<file path="config.mk">
export PLATFORM = sky130hd
export DESIGN_NAME = game_round_ctrl
export DESIGN_NICKNAME = d
export VERILOG_FILES = /design/src/rtl/game_pkg.sv /design/src/rtl/btn_sync_edge.sv /design/src/rtl/game_round_ctrl.sv
export SDC_FILE = /design/constraint.sdc
export NUM_CORES = 1
export LEC_CHECK = 0
export ABC_CLOCK_PERIOD_IN_PS = 2600
export CORE_UTILIZATION = 47
export DETAILED_ROUTE_END_ITERATION = 16
export PLACE_DENSITY = 0.66
export SLEW_MARGIN = 20
export SYNTH_ARGS = -nofsm -noshare
export SYNTH_HDL_FRONTEND = slang
export SYNTH_SLANG_ARGS = --single-unit
</file>
<file path="constraint.sdc">
create_clock -name clk -period 2.6 [get_ports clk]
set_input_delay 0.26 -clock clk [delete_from_list [all_inputs] [get_ports clk]]
set_output_delay 0.26 -clock clk [all_outputs]
set_load 0.005 [all_outputs]
</file>
<file path="src/rtl/game_pkg.sv">
// Shared types and widths for the game round controller and its helpers.
package game_pkg;

  typedef enum logic [1:0] {
    IDLE = 2'd0,
    RUN  = 2'd1,
    OVER = 2'd2
  } game_state_t;

  localparam int unsigned SCORE_W = 7;
  localparam int unsigned TIME_W  = 8;

endpackage

</file>
<file path="src/rtl/btn_sync_edge.sv">
// Synchronises a raw asynchronous button level and emits a registered
// one-cycle pulse on its rising edge.
module btn_sync_edge #(
  parameter int unsigned STAGES = 2
) (
  input  logic clk,
  input  logic rst,
  input  logic level,
  output logic rise
);

  logic [STAGES-1:0] sync;
  logic              prev;

  always_ff @(posedge clk) begin
    if (rst) begin
      sync <= '0;
      prev <= 1'b0;
      rise <= 1'b0;
    end else begin
      sync <= {sync[STAGES-2:0], level};
      prev <= sync[STAGES-1];
      rise <= sync[STAGES-1] & ~prev;
    end
  end

endmodule

</file>
<file path="src/rtl/game_round_ctrl.sv">
// Timed game round sequencer: countdown, answer acceptance with lockout,
// saturating score and game-over flag.
module game_round_ctrl
  import game_pkg::*;
#(
  parameter int unsigned CLK_HZ       = 50_000_000,
  parameter int unsigned TICK_DIV     = 50_000_000,
  parameter int unsigned GAME_SECONDS = 30,
  parameter int unsigned MAX_SCORE    = 99,
  parameter int unsigned LOCKOUT_CYC  = 4,
  parameter int unsigned SYNC_STAGES  = 2
) (
  input  logic               clk,
  input  logic               rst,
  input  logic               start,
  input  logic               answer,
  output logic               game_over,
  output logic               running,
  output logic [SCORE_W-1:0] score,
  output logic               score_inc,
  output logic [TIME_W-1:0]  time_left
);

  localparam int unsigned TICK_W = (TICK_DIV > 1) ? $clog2(TICK_DIV) : 1;
  localparam int unsigned LOCK_W = (LOCKOUT_CYC > 0) ? $clog2(LOCKOUT_CYC + 1) : 1;

  localparam logic [TICK_W-1:0]  TICK_LAST = TICK_W'(TICK_DIV - 1);
  localparam logic [SCORE_W-1:0] SCORE_MAX = SCORE_W'(MAX_SCORE);
  localparam logic [TIME_W-1:0]  TIME_INIT = TIME_W'(GAME_SECONDS);
  localparam logic [LOCK_W-1:0]  LOCK_INIT = LOCK_W'(LOCKOUT_CYC);

  // CLK_HZ is informational; a zero value almost certainly means a bad override.
  if (TICK_DIV < 2 || CLK_HZ == 0) begin : g_bad_params
    $error("game_round_ctrl: TICK_DIV must be >= 2 and CLK_HZ nonzero");
  end

  game_state_t       state;
  logic [TICK_W-1:0] tick_cnt;
  logic [LOCK_W-1:0] lockout;
  logic              start_rise;
  logic              answer_rise;

  btn_sync_edge #(.STAGES(SYNC_STAGES)) u_start_sync (
    .clk   (clk),
    .rst   (rst),
    .level (start),
    .rise  (start_rise)
  );

  btn_sync_edge #(.STAGES(SYNC_STAGES)) u_answer_sync (
    .clk   (clk),
    .rst   (rst),
    .level (answer),
    .rise  (answer_rise)
  );

  always_ff @(posedge clk) begin
    if (rst) begin
      state     <= IDLE;
      score     <= '0;
      time_left <= '0;
      tick_cnt  <= '0;
      lockout   <= '0;
      score_inc <= 1'b0;
      running   <= 1'b0;
      game_over <= 1'b0;
    end else begin
      score_inc <= 1'b0;
      case (state)
        // A coincident answer edge is deliberately not counted on the start cycle.
        IDLE, OVER: begin
          if (start_rise) begin
            state     <= RUN;
            running   <= 1'b1;
            game_over <= 1'b0;
            score     <= '0;
            time_left <= TIME_INIT;
            tick_cnt  <= '0;
            lockout   <= '0;
          end
        end
        RUN: begin
          if (tick_cnt == TICK_LAST) begin
            tick_cnt <= '0;
            if (time_left == TIME_W'(1)) begin
              time_left <= '0;
              state     <= OVER;
              running   <= 1'b0;
              game_over <= 1'b1;
            end else begin
              time_left <= time_left - TIME_W'(1);
            end
          end else begin
            tick_cnt <= tick_cnt + TICK_W'(1);
          end

          // Lockout reloads even at saturation so a held-off player stays held off.
          if (answer_rise && lockout == '0) begin
            lockout <= LOCK_INIT;
            if (score < SCORE_MAX) begin
              score     <= score + SCORE_W'(1);
              score_inc <= 1'b1;
            end
          end else if (lockout != '0) begin
            lockout <= lockout - LOCK_W'(1);
          end
        end
        default: begin
          state     <= IDLE;
          running   <= 1'b0;
          game_over <= 1'b0;
        end
      endcase
    end
  end

endmodule

</file>
Yosys cells after proc, flatten, opt, wreduce, memory -nomap -nowiden
Cells that the tools add are included.
Storage, ports and cells
  register bits: 57
  bits of input ports: 4
  word-level logic and storage cells: 75
Operators by class
  add/sub/neg operators: 4
  order comparisons: 1
  eq/ne operators: 10
  multiplexer cells: 28
  bitwise operators: 6
  reduce and logical (&&, ||, !) cells: 12
Operators by type and width (count)
  two-way mux 26 bit: 2
  case mux 26 bit (2 select lines): 1
  adder 26 x 1 -> 26 bit, second input constant: 1
  == test 26 bit, second input constant: 1
  two-way mux 8 bit: 3
  two-way mux 7 bit: 3
  case mux 8 bit (2 select lines): 1
  case mux 7 bit (2 select lines): 1
  two-way mux 3 bit: 3
  AND reduction 3 bit: 3
  == test 8 x 1 -> 1 bit, second input constant: 1
  inequality test 2 bit, second input constant: 4
  subtractor 8 x 1 -> 8 bit, second input constant: 1
  adder 7 x 1 -> 7 bit, second input constant: 1
  < comparator 7 bit, second input constant: 1
  two-way mux 1 bit: 7
  two-way mux 2 bit: 3
  case mux 3 bit (2 select lines): 1
  inverter 1 bit: 4
  case mux 1 bit (2 select lines): 2
  case mux 2 bit (2 select lines): 1
  AND reduction 4 bit: 1
  zero test 3 bit: 1
  inequality test 3 bit, second input constant: 1
  12 further kinds: 13

Longest topological paths before layout
Gate-level depths: netlist of run 1.
  word-level depth: 4
  gate-level depth with buffers: 8

Modules after synthesis
From an unflattened synthesis of run 1, not the netlist that was laid out.
Second synthesis, totals
  cells, all modules: 340
  area total of the unflattened synthesis: 2745.1 µm²
By module, submodules not included
  game_round_ctrl: instances 1, cells an instance 324, area an instance 2522.4 µm²
  btn_sync_edge: instances 2, cells an instance 8, area an instance 111.4 µm²

Worst setup path before layout of run 1
Ideal clock, no wire load.
  path kind: register to register
  from: reg tick_cnt[0]
  to: reg tick_cnt[14]
  data arrival time: 1.623 ns
  path slack: 0.907 ns
  stages on the path, launching flop included: 7
  buffers on the path: 0
  period minus slack after synthesis: 1.693 ns
  path through: dfxtp_1 -> ha_1 -> and3_1 -> nand4_1 -> o21ai_1 -> or4_1 -> a21oi_1
Between the ends
  cells in the longest elaborated chain, start to end: 3
  elaborated cells between the ends (all ways): 4
Ends and longest elaborated chain
  start: declaration: line game_round_ctrl.sv:38  | logic [TICK_W-1:0] tick_cnt;
  start signal: assignment: line game_round_ctrl.sv:94  | tick_cnt <= tick_cnt + TICK_W'(1);
  adder 26 x 1 -> 26 bit / == test 26 bit (equally long branches): line game_round_ctrl.sv:94, game_round_ctrl.sv:83
  two-way mux 26 bit *: line game_round_ctrl.sv:83  | if (tick_cnt == TICK_LAST) begin
  case mux 26 bit (2 select lines) *: line game_round_ctrl.sv:69  | case (state)
Mark *: on every way between the ends. The rest lies on a longest branch, timed or not.
A chain may end at the register's enable or synchronous reset.

Worst setup path after layout of run 1
  from: reg tick_cnt[0]
  to: reg tick_cnt[24]
Same word-level chain as after synthesis.

==> flow_summary_export.csv, run 1 <==
group,metric,value,unit
clock_network,htreeDepth,2,
worst_setup_path,startpoint_type,"flop",
global_routing,antenna_found_initial,0,
die,die_h,80.2,microns
cells_and_area,final_cell_mix,"dfxtp_1 (56), nand2_1 (43), nor2_1 (38), a21oi_1 (29), clkdlybuf4s50_1 (21)",
placed_design,port_buffers,21,
sta,fin_skew,0.00611,ns
pwr,peakVddDrop,338,uV
route,drc,0,
worst_setup_path,r2r-start,"tick_cnt[0]$_SDFFE_PP0P_",
route,routed_wl,6.42,mm
global_routing,overflow,0,
die,core_area,5920,sq um
die,start_util,48.5,%
clock_network,cts-root-buf,"clkbuf_8",
sta,timing.fmax,0.472,GHz
yosys,ys_warn_count,0,
yosys,ys_types,59,
cells_and_area,antenna_cells,0,
yosys,yosys.area_share.simple,32.8,%
cells_and_area,design_area,3220,sq um
die,row_count,28,
route,drt_iter0_markers,179,
worst_setup_path,required,2.85,ns
yosys,syn_nets,358,
global_routing,grt_usage,21.1,%
sta,worst_slew_pin_slew,0.652,ns
status,outcome,"complete, no violations",
worst_setup_path,cp_max_fo,25,
clock_network,cts_buffer_depth,2,
run,maxCapViolCount,0,
sta,finalSetupTns,0,ns
yosys,synth_top_family_by_area,"simple AND/OR/NAND/NOR gates",
route,dr.pass1.iters,4,
hold_path,min-delay-start,"u_answer_sync.prev$_SDFF_PP0_",
worst_setup_path,cp_slowest_cell,"a21boi_4",
pwr,p_leak,1.13,nW
cells_and_area,layout_commonest_cell,"dfxtp_1",
placed_design,dp_hpwl,4.54,mm
placed_design,place_area,3130,sq um
clock_network,path_clk_slew,0.10,ns
route,via_count,2560,
cells_and_area,area_growth,12.2,%
clock_network,cts_hold_buf,0,
cells_and_area,nNetsFinal,377,
global_routing,grt_first_pass_wirelength,10.6,mm
die,die-area,6430,sq um
sta,post-route-period-util,81.4,%
yosys,netlist_area,2870,sq um
yosys,synth_compound_area_share,18.1,%
die,io_pins,22,
cells_and_area,drive_above_1_share,7.07,%
pwr,p_per_area,463,nW/um^2
sta,hold_violations,0,
sta,slew_headroom,56.4,%
pwr,finalPower,1.49,mW
global_routing,grt_max_degree,26,
clock_network,post_cts_buffers,0,
worst_setup_path,cp.arrival,2.36,ns
yosys,synth_fa_ha_area_share,2.61,%
clock_network,cts_tree,"built",
yosys,synth_xor_area_share,2.13,%
hold_path,holdPathEnd,"u_answer_sync.rise$_SDFF_PP0_",
sta,final-setup-viol-count,0,
yosys,synthArstFlopShare,0,%
worst_setup_path,reg2reg_depth,6,
clock_network,clock_latency,0.32,ns
route,postRouteAntennaNets,0,
route,viasPerCell,5.78,
clock_network,cts_sinks,56,
placed_design,place.gp.congestion,0.823,
worst_setup_path,end_kind,"flop",
clock_network,cts-buffers-inserted,5,
yosys,synthCells,348,
route,wl_per_cell,14.5,microns
yosys,synth_mux_area_share,1.39,%
hold_path,min_path_cells,1,
worst_setup_path,reg2reg_slack,0.48,ns
yosys,syn_area_per_cell,8.26,sq um
yosys,ys_seq_area_share,39.0,%
yosys,synth-seq-cells,56,
die,die_w,80.2,microns
worst_setup_path,crit_type,"flop to flop",
yosys,synth_edf_count,0,
worst_setup_path,crit_chain,"ha_1, and3_1, and4_1, a21boi_4, o21ai_0, a31oi_1",
sta,finalMaxSlewViolations,0,
sta,fin_crit,2.12,ns
hold_path,min_path_type,"flop to flop",
sta,rsz0062_at_grt,"no",
global_routing,grt_pass1_vias,2229,
clock_network,cts_resized,0,
yosys,synthFlopType,"dfxtp_1",
worst_setup_path,r2r_end,"tick_cnt[24]$_SDFFE_PP0P_",
worst_setup_path,cpPeakStageDelay,0.55,ns
==> routing by layer <==
layer  share of wire, %  track usage, %  wire, microns
met1                 50            29.4           3240
met2                 46            33.7           2930
met3                3.4            3.75            218
met4               0.47            4.82             30
met5                  0               0              0
==> cells in the mapped netlist (4+ instances only) <==
cell type	count	share of area, %
a31oi_1	10	2.2
o21ai_1	8	1.4
o21ai_0	9	1.6
nor3_1	8	1.4
and3_1	7	1.5
nand3_1	14	2.4
mux2i_1	4	1.4
nand4_1	5	1.1
a21oi_1	29	5.1
nand2_1	43	5.6
buf_2	6	1.0
dfxtp_1	56	39
nand2b_1	4	0.87
or3_1	5	1.1
nor2_1	38	5.0
inv_1	12	1.6
and4_1	8	2.4
xnor2_1	5	1.5
ha_1	6	2.6
nor2b_1	8	1.7
==> state kept, by name, summed over array words and instances, names as in the netlist <==
register,count
lockout,3
running,1
u_start_sync.prev,1
u_answer_sync.sync,2
u_start_sync.rise,1
score,7
u_answer_sync.rise,1
tick_cnt,26
time_left,8
state,2
score_inc,1
u_start_sync.sync,2
u_answer_sync.prev,1
==> metrics by stage <==
step / worst slack [ns] / cells / utilization (%) / hold slack (ns)
floorplan: 0.907 / 348 / - / 0.367
global placement: 0.597 / 435 / 52.9 / 0.373
detailed placement: 0.543 / 435 / 52.9 / 0.377
CTS: 0.512 / 443 / 54.4 / 0.392
global route: 0.301 / 443 / 54.4 / 0.423
finish: 0.483 / 443 / 54.4 / 0.390
==> critical path, delay by kind of cell, from the launching register on <==
family / cells / cell delay [ns]
compound gates: 3 / 0.93
simple gates: 2 / 0.50
flops: 1 / 0.36
fa+ha+maj: 1 / 0.24
==> kinds of logic after synthesis <==
group	count (synthesis)
adders and majority gates	6
xor gates and xnor gates	7
DFF	56
buffers and inverters	24
muxes	4
and+or+nand+nor	168
AOI/OAI and AO/OA	83
==> final cells by class <==
cell class                 instances  area, sq um
fill                             587         2700
multi-input combinational        268         1640
sequential                        56         1120
timing repair buffer              24          233
tap                               75         93.8
clock buffer                       5         68.8
inverter                          12         45.0
clock inverter                     3         22.5
==> how the worst max path moves through the flow <==
stage	from	to	slack, ns	depth (start not counted)
6_report	tick_cnt[0]$_SDFFE_PP0P_	tick_cnt[24]$_SDFFE_PP0P_	0.48	6
5_1_grt	state[0]$_SDFFE_PP0P_	tick_cnt[14]$_SDFFE_PP0P_	0.30	5
4_1_cts	tick_cnt[0]$_SDFFE_PP0P_	tick_cnt[12]$_SDFFE_PP0P_	0.51	6
3_5_place_dp	tick_cnt[0]$_SDFFE_PP0P_	tick_cnt[12]$_SDFFE_PP0P_	0.54	6
3_3_place_gp	tick_cnt[0]$_SDFFE_PP0P_	tick_cnt[24]$_SDFFE_PP0P_	0.60	6
2_1_floorplan	tick_cnt[0]$_SDFFE_PP0P_	tick_cnt[14]$_SDFFE_PP0P_	0.91	6
==> power breakdown <==
part	switching [mW]	internal (mW)
registers	0.0148	0.874
logic	0.0589	0.0390
clock network	0.312	0.194
total	0.386	1.11
(Power assumes the default switching activity.)
==> run 2: changes to the inputs <==
--- a/config.mk
+++ b/config.mk
@@ -5,10 +5,10 @@
 export SDC_FILE = /design/constraint.sdc
 export NUM_CORES = 1
 export LEC_CHECK = 0
-export ABC_CLOCK_PERIOD_IN_PS = 2600
+export ABC_CLOCK_PERIOD_IN_PS = 1900
 export CORE_UTILIZATION = 47
 export DETAILED_ROUTE_END_ITERATION = 16
-export PLACE_DENSITY = 0.66
+export PLACE_DENSITY = 0.69
 export SLEW_MARGIN = 20
 export SYNTH_ARGS = -nofsm -noshare
 export SYNTH_HDL_FRONTEND = slang
==> constraint.sdc (replaced) <==
create_clock -name clk -period 1.9 [get_ports clk]
set_input_delay 0.19 -clock clk [delete_from_list [all_inputs] [get_ports clk]]
set_output_delay 0.19 -clock clk [all_outputs]
set_load 0.005 [all_outputs]
==> run 2 against run 1 <==
  * Clock skew is 0.0062 ns higher
  * Die area stayed put
  * Sequential cell count stayed put
  * Utilization is 4.0 points higher
  * Critical path type unchanged
  * Critical endpoint is now time_left[7]$_SDFFE_PP0P_
==> flow_summary_export.csv, run 2 (synthesis results as in run 1) <==
group,metric,value,unit
sta,rsz0062_at_grt,"yes",
worst_setup_path,crit_chain,"nor4b_4, nand4_2, nor3_1, a41oi_1, nor3_1",
clock_network,cts_buffer_depth,2,
cells_and_area,top_regs,"tick_cnt: 26 flops, time_left: 8 flops, score: 7 flops",
cells_and_area,fin_util,58.4,%
clock_network,path_clk_slew,0.11,ns
route,postRouteAntennaNets,0,
placed_design,dp_hpwl,5.10,mm
cells_and_area,largest_reg_flops,26,
hold_path,holdPathEnd,"u_start_sync.rise$_SDFF_PP0_",
hold_path,min_path_type,"flop to flop",
route,wl_per_cell,14.5,microns
sta,hold-worst-slack,0.381,ns
worst_setup_path,reg2reg_depth,5,
hold_path,min_path_cells,1,
route,dr.pass1.iters,4,
die,die_h,80.2,microns
sta,final-setup-viol-count,0,
clock_network,clock_latency,0.32,ns
die,core_area,5920,sq um
clock_network,htreeDepth,2,
sta,setup_slack,0.113,ns
cells_and_area,final_cells,470,
pwr,p_leak,1.27,nW
placed_design,port_buffers,21,
worst_setup_path,cp.arrival,2.03,ns
sta,post-route-period-util,94.1,%
worst_setup_path,cpLargestDelayFamily,"simple AND/OR/NAND/NOR gates",
cells_and_area,largest_register,"tick_cnt",
die,row_count,28,
clock_network,cts_tree,"built",
route,routed_wl,6.82,mm
sta,finalSetupTns,0,ns
worst_setup_path,required,2.14,ns
global_routing,grt_usage,22.1,%
global_routing,overflow,0,
worst_setup_path,cp_max_fo,6,
global_routing,grt_first_pass_wirelength,11.1,mm
die,die-area,6430,sq um
worst_setup_path,crit_type,"flop to flop",
route,via_count,2699,
worst_setup_path,end_kind,"flop",
sta,finalMaxSlewViolations,0,
cells_and_area,final_cell_mix,"dfxtp_1 (54), nand2_1 (43), nor2_1 (37), a21oi_1 (29), buf_4 (29)",
worst_setup_path,worst-path-buf-inv,0,
global_routing,grt_max_degree,20,
route,drc,0,
worst_setup_path,cp_slowest_cell,"dfxtp_1",
worst_setup_path,r2r-start,"tick_cnt[7]$_SDFFE_PP0P_",
clock_network,cts_sinks,56,
worst_setup_path,reg2reg_slack,0.11,ns
cells_and_area,area_growth,20.4,%
run,maxCapViolCount,0,
global_routing,grt_pass1_vias,2404,
pwr,p_per_area,598,nW/um^2
sta,fin_skew,0.0124,ns
cells_and_area,antenna_cells,0,
cells_and_area,drive_above_1_share,15.2,%
route,drt_iter0_markers,148,
global_routing,antenna_found_initial,0,
sta,worst_slew_pin_slew,0.419,ns
placed_design,place.gp.congestion,0.858,
clock_network,cts-root-buf,"clkbuf_8",
sta,fin_crit,1.79,ns
status,outcome,"complete, no violations",
clock_network,cts-buffers-inserted,5,
worst_setup_path,crit_top_cell,"nor3_1",
worst_setup_path,cpPeakStageDelay,0.40,ns
sta,hold_violations,0,
die,io_pins,22,
placed_design,place_ws,0.000108,ns
pwr,peakVddDrop,388,uV
sta,timing.fmax,0.560,GHz
route,viasPerCell,5.74,
hold_path,min-delay-start,"u_start_sync.prev$_SDFF_PP0_",
die,start_util,48.5,%
sta,slew_headroom,72.0,%
placed_design,placed_cells_incl_taps,460,
worst_setup_path,r2r_end,"time_left[7]$_SDFFE_PP0P_",
worst_setup_path,startpoint_type,"flop",
cells_and_area,nNetsFinal,404,
die,die_w,80.2,microns
cells_and_area,layout_commonest_cell,"dfxtp_1",
==> run 2: cell count changes in the layout (fill, tap and decap cells not counted), sizes merged <==
cell / previous run / this run
clkinv: 2 / 1
inv: 13 / 14
buf: 3 / 30
==> run 2: how the worst max path moves through the flow <==
stage	start	endpoint	slack (ns)	cells after the start
final	tick_cnt[7]$_SDFFE_PP0P_	time_left[7]$_SDFFE_PP0P_	0.11	5
after global routing	tick_cnt[7]$_SDFFE_PP0P_	time_left[6]$_SDFFE_PP0P_	-0.05	5
after CTS	tick_cnt[1]$_SDFFE_PP0P_	tick_cnt[25]$_SDFFE_PP0P_	0.02	7
after detailed placement	tick_cnt[1]$_SDFFE_PP0P_	tick_cnt[2]$_SDFFE_PP0P_	0.0001	7
after global placement	tick_cnt[7]$_SDFFE_PP0P_	tick_cnt[2]$_SDFFE_PP0P_	0.06	6
after floorplan	tick_cnt[0]$_SDFFE_PP0P_	tick_cnt[14]$_SDFFE_PP0P_	0.21	6
==> run 2: stage by stage <==
stage / power [mW] / cell area (sq um)
after floorplan: 1.33 / 2870
after CTS: 2.08 / 3420
after global routing: 2.15 / 3460
final: 2.07 / 3460
after global placement: 1.39 / 3320
after detailed placement: 1.39 / 3320
==> run 2: layout make-up <==
class                      count  area, sq um
clock buffer                   5         68.8
clock inverter                 3         26.3
fill                         546         2460
inverter                      12         45.0
multi-input combinational    268         1660
sequential                    56         1120
tap                           75         93.8
timing repair buffer          51          443
==> run 2: what timing repair did <==
action,4_1_cts,5_1_grt
setup endpoints to repair,5,21
setup buffers,0,2
pin swaps,0,2
hold buffers,0,0
gates resized for setup,1,9
==> run 2: per-layer routing <==
metal  track usage, %  wire [microns]
met1             29.1            3240
met2             37.3            3210
met3             3.75             272
met4             5.89              88
met5                0               0
==> run 2: where the power goes <==
group / total, mW / switching, mW / leakage (nW) / internal [mW]
Combinational: 0.153 / 0.0858 / 0.767 / 0.0673
Sequential: 1.22 / 0.0196 / 0.454 / 1.20
Clock: 0.701 / 0.429 / 0.0491 / 0.273
